## src/rtl/execute_mdu.sv

```systemverilog
// MIPS execute stage with forwarding and ALU, plus an iterative multiply/divide
// unit holding HI/LO and stalling upstream while a result is pending.
module execute_mdu #(
    parameter int len          = 32,
    parameter int NB           = $clog2(len),
    parameter int len_exec_bus = 11,
    parameter int len_mem_bus  = 9,
    parameter int len_wb_bus   = 2
) (
    input  logic                    clk,
    input  logic                    reset,
    input  logic                    ctrl_clk_mips,
    input  logic [len-1:0]          in_pc_branch,
    input  logic [len-1:0]          in_reg1,
    input  logic [len-1:0]          in_reg2,
    input  logic [len-1:0]          in_sign_extend,
    input  logic [NB-1:0]           in_rs,
    input  logic [NB-1:0]           in_rt,
    input  logic [NB-1:0]           in_rd,
    input  logic [NB-1:0]           in_shamt,
    input  logic [len_exec_bus-1:0] execute_bus,
    input  logic [len_mem_bus-1:0]  memory_bus,
    input  logic [len_wb_bus-1:0]   writeBack_bus,
    input  logic [2:0]              in_mdu_op,
    input  logic                    register_write_3_4,
    input  logic                    register_write_4_5,
    input  logic [NB-1:0]           rd_3_4,
    input  logic [NB-1:0]           rd_4_5,
    input  logic [len-1:0]          in_mem_forw,
    input  logic [len-1:0]          in_wb_forw,
    input  logic                    flush,
    input  logic                    halt_flag_e,
    output logic [len-1:0]          out_pc_branch,
    output logic [len-1:0]          out_alu,
    output logic [len-1:0]          out_reg2,
    output logic                    zero_flag,
    output logic [NB-1:0]           out_write_reg,
    output logic                    out_halt_flag_e,
    output logic [len_mem_bus-1:0]  memory_bus_out,
    output logic [len_wb_bus-1:0]   writeBack_bus_out,
    output logic                    stall_out,
    output logic                    mdu_busy
);
    localparam int CW = $clog2(len + 1);
    typedef enum logic [1:0] {IDLE, RUN, FIX} state_t;

    state_t state_q, state_d;
    logic [CW-1:0]  cnt_q, cnt_d;
    logic [len-1:0] acc_q, acc_d, q_q, q_d, m_q, m_d, hi_q, hi_d, lo_q, lo_d;
    logic           div_q, div_d, neg_q, neg_d, rneg_q, rneg_d, dz_q, dz_d;

    logic [len-1:0] fwd_a, fwd_b, alu_a, alu_b, alu_res, alu_sel;
    logic [NB-1:0]  wr_sel;
    logic           is_mdu, is_mf, accept, op_signed, sa, sb;
    logic [len:0]   sum, shifted, diff;
    logic [2*len-1:0] prod, prod_n;
    logic           unused_exec;

    assign unused_exec = ^execute_bus[5:4];

    always_comb begin
        fwd_a = in_reg1;
        if (in_rs != '0 && register_write_3_4 && rd_3_4 == in_rs)      fwd_a = in_mem_forw;
        else if (in_rs != '0 && register_write_4_5 && rd_4_5 == in_rs) fwd_a = in_wb_forw;
        fwd_b = in_reg2;
        if (in_rt != '0 && register_write_3_4 && rd_3_4 == in_rt)      fwd_b = in_mem_forw;
        else if (in_rt != '0 && register_write_4_5 && rd_4_5 == in_rt) fwd_b = in_wb_forw;
    end

    assign alu_a = execute_bus[10] ? in_pc_branch :
                   execute_bus[7]  ? {{(len-NB){1'b0}}, in_shamt} : fwd_a;
    assign alu_b = execute_bus[10] ? len'(1) : execute_bus[6] ? in_sign_extend : fwd_b;

    // Shift ops take the amount from A (shamt or rs) and shift B.
    always_comb begin
        case (execute_bus[3:0])
            4'd0:    alu_res = alu_a + alu_b;
            4'd1:    alu_res = alu_a - alu_b;
            4'd2:    alu_res = alu_a & alu_b;
            4'd3:    alu_res = alu_a | alu_b;
            4'd4:    alu_res = alu_a ^ alu_b;
            4'd5:    alu_res = ~(alu_a | alu_b);
            4'd6:    alu_res = len'($signed(alu_a) < $signed(alu_b));
            4'd7:    alu_res = len'(alu_a < alu_b);
            4'd8:    alu_res = alu_b << alu_a[NB-1:0];
            4'd9:    alu_res = alu_b >> alu_a[NB-1:0];
            4'd10:   alu_res = $signed(alu_b) >>> alu_a[NB-1:0];
            4'd11:   alu_res = {alu_b[len/2-1:0], {(len/2){1'b0}}};
            default: alu_res = '0;
        endcase
    end

    assign is_mdu    = (in_mdu_op >= 3'd1) && (in_mdu_op <= 3'd4);
    assign is_mf     = (in_mdu_op == 3'd5) || (in_mdu_op == 3'd6);
    assign stall_out = (state_q != IDLE) && (is_mdu || is_mf) && !flush;
    assign accept    = (state_q == IDLE) && is_mdu && !flush && ctrl_clk_mips;
    assign op_signed = (in_mdu_op == 3'd1) || (in_mdu_op == 3'd3);
    assign sa        = op_signed & fwd_a[len-1];
    assign sb        = op_signed & fwd_b[len-1];
    assign alu_sel   = (in_mdu_op == 3'd5) ? hi_q : (in_mdu_op == 3'd6) ? lo_q : alu_res;
    assign wr_sel    = execute_bus[9] ? NB'(31) : execute_bus[8] ? in_rd : in_rt;
    assign mdu_busy  = (state_q != IDLE);

    // MDU: {acc,q} is the product shifting right, or remainder/quotient shifting left.
    always_comb begin
        state_d = state_q; cnt_d = cnt_q; acc_d = acc_q; q_d = q_q; m_d = m_q;
        div_d = div_q; neg_d = neg_q; rneg_d = rneg_q; dz_d = dz_q;
        hi_d = hi_q; lo_d = lo_q;
        sum     = {1'b0, acc_q} + {1'b0, (q_q[0] ? m_q : {len{1'b0}})};
        shifted = {acc_q, q_q[len-1]};
        diff    = shifted - {1'b0, m_q};
        prod    = {acc_q, q_q};
        prod_n  = -prod;
        if (ctrl_clk_mips) begin
            case (state_q)
                IDLE: if (accept) begin
                    state_d = RUN;
                    cnt_d   = CW'(len);
                    acc_d   = '0;
                    q_d     = sa ? -fwd_a : fwd_a;
                    m_d     = sb ? -fwd_b : fwd_b;
                    div_d   = (in_mdu_op == 3'd3) || (in_mdu_op == 3'd4);
                    neg_d   = sa ^ sb;
                    rneg_d  = sa;
                    dz_d    = (fwd_b == '0);
                end
                RUN: begin
                    if (div_q) begin
                        if (!diff[len]) begin
                            acc_d = diff[len-1:0];
                            q_d   = {q_q[len-2:0], 1'b1};
                        end else begin
                            acc_d = shifted[len-1:0];
                            q_d   = {q_q[len-2:0], 1'b0};
                        end
                    end else begin
                        acc_d = sum[len:1];
                        q_d   = {sum[0], q_q[len-1:1]};
                    end
                    cnt_d = cnt_q - 1'b1;
                    if (cnt_q == CW'(1)) state_d = FIX;
                end
                FIX: begin
                    state_d = IDLE;
                    if (div_q) begin
                        lo_d = dz_q ? '1 : (neg_q ? -q_q : q_q);
                        hi_d = rneg_q ? -acc_q : acc_q;
                    end else begin
                        {hi_d, lo_d} = neg_q ? prod_n : prod;
                    end
                end
                default: state_d = IDLE;
            endcase
        end
    end

    logic [len-1:0]         pcb_q, pcb_d, alu_q, alu_d, reg2_q, reg2_d;
    logic                   zero_q, zero_d, halt_q, halt_d;
    logic [NB-1:0]          wr_q, wr_d;
    logic [len_mem_bus-1:0] mem_q, mem_d;
    logic [len_wb_bus-1:0]  wb_q, wb_d;

    always_comb begin
        pcb_d = pcb_q; alu_d = alu_q; reg2_d = reg2_q; zero_d = zero_q;
        halt_d = halt_q; wr_d = wr_q; mem_d = mem_q; wb_d = wb_q;
        if (ctrl_clk_mips) begin
            halt_d = halt_flag_e;
            if (flush) begin
                pcb_d = '0; alu_d = '0; reg2_d = '0; zero_d = 1'b0;
                wr_d = '0; mem_d = '0; wb_d = '0;
            end else if (stall_out) begin
                wr_d = '0; mem_d = '0; wb_d = '0;
            end else begin
                pcb_d  = in_pc_branch + in_sign_extend;
                alu_d  = alu_sel;
                reg2_d = fwd_b;
                zero_d = (alu_sel == '0);
                wr_d   = wr_sel;
                mem_d  = is_mdu ? '0 : memory_bus;
                wb_d   = is_mdu ? '0 : writeBack_bus;
            end
        end
    end

    always_ff @(posedge clk or negedge reset) begin
        if (!reset) begin
            state_q <= IDLE; cnt_q <= '0; acc_q <= '0; q_q <= '0; m_q <= '0;
            div_q <= 1'b0; neg_q <= 1'b0; rneg_q <= 1'b0; dz_q <= 1'b0;
            hi_q <= '0; lo_q <= '0;
            pcb_q <= '0; alu_q <= '0; reg2_q <= '0; zero_q <= 1'b0;
            halt_q <= 1'b0; wr_q <= '0; mem_q <= '0; wb_q <= '0;
        end else begin
            state_q <= state_d; cnt_q <= cnt_d; acc_q <= acc_d; q_q <= q_d; m_q <= m_d;
            div_q <= div_d; neg_q <= neg_d; rneg_q <= rneg_d; dz_q <= dz_d;
            hi_q <= hi_d; lo_q <= lo_d;
            pcb_q <= pcb_d; alu_q <= alu_d; reg2_q <= reg2_d; zero_q <= zero_d;
            halt_q <= halt_d; wr_q <= wr_d; mem_q <= mem_d; wb_q <= wb_d;
        end
    end

    assign out_pc_branch     = pcb_q;
    assign out_alu           = alu_q;
    assign out_reg2          = reg2_q;
    assign zero_flag         = zero_q;
    assign out_write_reg     = wr_q;
    assign out_halt_flag_e   = halt_q;
    assign memory_bus_out    = mem_q;
    assign writeBack_bus_out = wb_q;
endmodule

```

## config.mk

```make
export PLATFORM = sky130hd
export DESIGN_NAME = execute_mdu
export DESIGN_NICKNAME = d
export VERILOG_FILES = /design/src/rtl/execute_mdu.sv
export SDC_FILE = /design/constraint.sdc
export NUM_CORES = 2
export LEC_CHECK = 0
export CELL_PAD_IN_SITES_DETAIL_PLACEMENT = 0
export CELL_PAD_IN_SITES_GLOBAL_PLACEMENT = 1
export CORE_MARGIN = 2
export CORE_UTILIZATION = 34
export CTS_BUF_LIST = sky130_fd_sc_hd__clkbuf_16
export CTS_CLUSTER_DIAMETER = 50
export CTS_CLUSTER_SIZE = 8
export DETAILED_ROUTE_END_ITERATION = 12
export PLACE_DENSITY_LB_ADDON = 0.15
export SYNTH_ARGS = -nofsm -noshare
export SYNTH_HDL_FRONTEND = slang
export SYNTH_SLANG_ARGS = --single-unit
```

## constraint.sdc

```tcl
create_clock -name clk -period 4.8 [get_ports clk]
set_clock_uncertainty 0.15 [all_clocks]
set_input_delay 0.96 -clock clk [delete_from_list [all_inputs] [get_ports clk]]
set_output_delay 0.96 -clock clk [all_outputs]
set_load 0.05 [all_outputs]
```

==> results by group <==
Clocking
  – Clk pin slew, worst setup/hold paths: 0.05 ns
  – CTS H-Tree Depth: 2
  – TritonCTS clock tree: done
  – Insertion delay to the later sink of the worst-skew pair: 0.66 ns
  – TritonCTS buffer count: 53
  – Clk root buf: clkbuf_16
  – CTS sink count: 286
  – Clock buffer depth: 3

Yosys
  – Syn Nets: 4567
  – Post-synth top area share: 22.8%
  – Post-Syn Instances: 4093
  – Netlist cell types: 92
  – Synth Cell Area: 31400 um^2
  – Yosys top cell by area: dfrtp_1
  – Ys async rst share: 100%
  – Post-synthesis sequential area ratio: 22.8%
  – Mean post-synth cell area: 7.66 um^2
  – Number of synthesized flops with an enable pin: 0
  – Top post-synthesis cells by area: dfrtp_1 (23%), mux2i_1 (8.8%), ha_1 (8.6%), o21ai_0 (6.5%), nand2_1 (5.8%)
  – Yosys warnings: 0
  – Yosys reg bits: 286
  – Synth Flop Type: dfrtp_1

Global routing
  – Initial antenna violation count: 9
  – Gr ovfl total: 0
  – Global Route Usage Sum: 37.7%
  – First-pass GRT wire length: 262 mm
  – Largest net degree at the start of global routing: 93
  – Vias in the first global route: 37108

Timing
  – Setup Viol. Count Final: 30
  – Final Hold Vio Count: 0
  – Fmax achieved: 0.166 GHz
  – Max-slew headroom: 14.9%
  – Tcrit/Tclk final: 126%
  – Worst-Margin Slew: 1.27 ns
  – RSZ-0062 raised after global routing: yes
  – Slew Limit Fails: 0
  – Setup TNS: -19.27 ns
  – Min Hold Slack: 0.145 ns
  – Period minus WS final: 6.03 ns
  – Setup WS post-layout: -1.23 ns

Layout
  – Area delta synth->final: 56.0%
  – Cell area after layout: 48900 um^2
  – Final core occ: 53.5%
  – Final net count: 5826
  – Layout cells sized above 1: 30.3%

Placement
  – Post-placement worst setup slack: -2.83 ns
  – Placer Congestion: 1.05
  – Port bufs: 367
  – DP Wirelength: 148 mm
  – Dpl cell area: 43700 um^2

Routing
  – Residual DRC count: 0
  – Vias per cell: 5.75
  – First DRT Iteration DRCs: 3501
  – Vias: 37826
  – DRT Wirelength: 183 mm
  – DR pass1 iterations: 5
  – Wire length per cell: 27.8 um
  – Final ANT Viol Nets: 0

Critical path
  – Worst EP arrival: 6.42 ns
  – Crit start category: input port
  – Critical path origin: in_rs[1]
  – Worst r2r src: m_q[0]$_DFFE_PN0P_
  – Cell mode on critical path: buf_6
  – Worst R2R Path Depth: 20
  – Slowest CP cell: or4_4
  – Worst-path maximum fanout: 5
  – FF-to-FF End: acc_q[9]$_DFFE_PN0P_
  – CP Capture Type: register
  – End point of the critical path: zero_flag$_DFFE_PN0P_
  – FF-to-FF setup slack: 0.20 ns
  – Critical path type: in2reg
  – WP data required: 5.19 ns
  – Critical Path Max Stage Delay: 0.58 ns

Power
  – Leakage Power: 22.0 nW
  – Worst VDD drop: 392 uV
  – Power per cell area: 438 nW/um^2

Floorplanning
  – Core area: 91500 um^2
  – IO Count: 370
  – Die Wd: 308 um
  – # rows: 111
  – Chip Height: 308 um
  – Die ar.: 94700 um^2
  – Initial Util: 34.3%

Outcome
  – Violated checks: negative setup slack
  – Outcome: finished with violations

Run
  – Number of max-cap violations: 0

Hold path
  – Hold WC Path Type: in2async
[worst min path at each step]
stage	startpoint	endpoint	slack (ns)	cells past startpoint
final	reset	out_pc_branch[0]$_DFFE_PN0P_	0.15	1
after global routing	reset	out_pc_branch[15]$_DFFE_PN0P_	0.18	1
after CTS	reset	out_pc_branch[15]$_DFFE_PN0P_	0.14	1
after detailed placement	out_pc_branch[20]$_DFFE_PN0P_	out_pc_branch[20]$_DFFE_PN0P_	0.32	2
after global placement	out_pc_branch[2]$_DFFE_PN0P_	out_pc_branch[2]$_DFFE_PN0P_	0.31	2
after floorplan	dz_q$_DFFE_PN0P_	dz_q$_DFFE_PN0P_	0.29	2
[per-layer routing]
layer,share of wire (%),global-route usage [%],up-vias
li1,-,-,17530
met4,6.8,22.2,2
met1,42,48.0,18368
met5,0.0071,0,-
met3,5.6,5.44,432
met2,46,60.7,1494
[cell usage after synthesis, types with 33 or more instances]
master and instances:
nand2_1 484, o21ai_0 407, nor2_1 337, dfrtp_1 286, a21oi_1 280, mux2i_1 275
ha_1 215, clkbuf_1 213, inv_1 157, xnor2_1 126, xor2_1 99, a22o_1 93
nor3_1 84, nand3_1 63, nand2b_1 53, a21o_1 52, o31ai_1 48, a211oi_1 46
a31oi_1 43, a22oi_1 41, nor2b_1 37, o22ai_1 35, nand3b_1 33
[worst max-delay path, delay by kind of cell]
family          cells  cell delay, ns
compound gates     12            2.76
fa+ha+maj           1            0.24
buf+inv             7            0.92
mux                 1            0.18
simple gates        8            1.35
[power by group]
group | switching (mW) | internal, mW | leakage [nW]
sequential | 0.946 | 3.19 | 3.72
clock | 1.41 | 2.36 | 0.853
combinational | 7.57 | 5.96 | 17.4
total | 9.93 | 11.5 | 22.0
[placed cells by master (no fill, tap or decap), types with 69 or more instances in the layout]
| master | instances |
|---|---|
| nor3_1 | 69 |
| buf_4 | 1007 |
| ha_1 | 189 |
| dfrtp_1 | 285 |
| a22o_1 | 92 |
| nor2_1 | 318 |
| clkdlybuf4s50_1 | 337 |
| xor2_1 | 98 |
| xnor2_1 | 115 |
| a21oi_1 | 249 |
| o21ai_0 | 346 |
| mux2i_1 | 259 |
| inv_1 | 159 |
| nand2_1 | 472 |
[what timing repair did]
action / in CTS / in global routing
setup endpoints to repair: 67 / 96
pin swaps: 116 / 162
hold buffers: 0 / 0
cloned: 4 / 3
setup buffers: 60 / 54
resized for setup: 322 / 291
[stage by stage]
step / power [mW] / std cells
after floorplan: 11.2 / 4093
after global placement: 16.2 / 6384
after detailed placement: 16.2 / 6384
after CTS: 20.4 / 6526
after global routing: 22.7 / 6575
final: 21.4 / 6576
[cell families after synthesis]
group,after synthesis,synth area share (%)
xor+xnor,225,6.28
flops,286,22.8
buf+inv,440,5.53
fa+ha+maj,220,8.90
simple gates,1259,18.4
compound gates,1376,28.8
mux,287,9.23
[area by class of cell]
cell class | count | area (um^2)
sequential | 286 | 7160
inverter | 166 | 642
fill | 8888 | 42600
tap | 1186 | 1480
multi-input combinational | 3368 | 25100
antenna | 8 | 20.0
clock inverter | 32 | 390
clock buffer | 53 | 1330
timing repair buffer | 1477 | 12800
No activity file was read; power rests on OpenSTA's default activity.
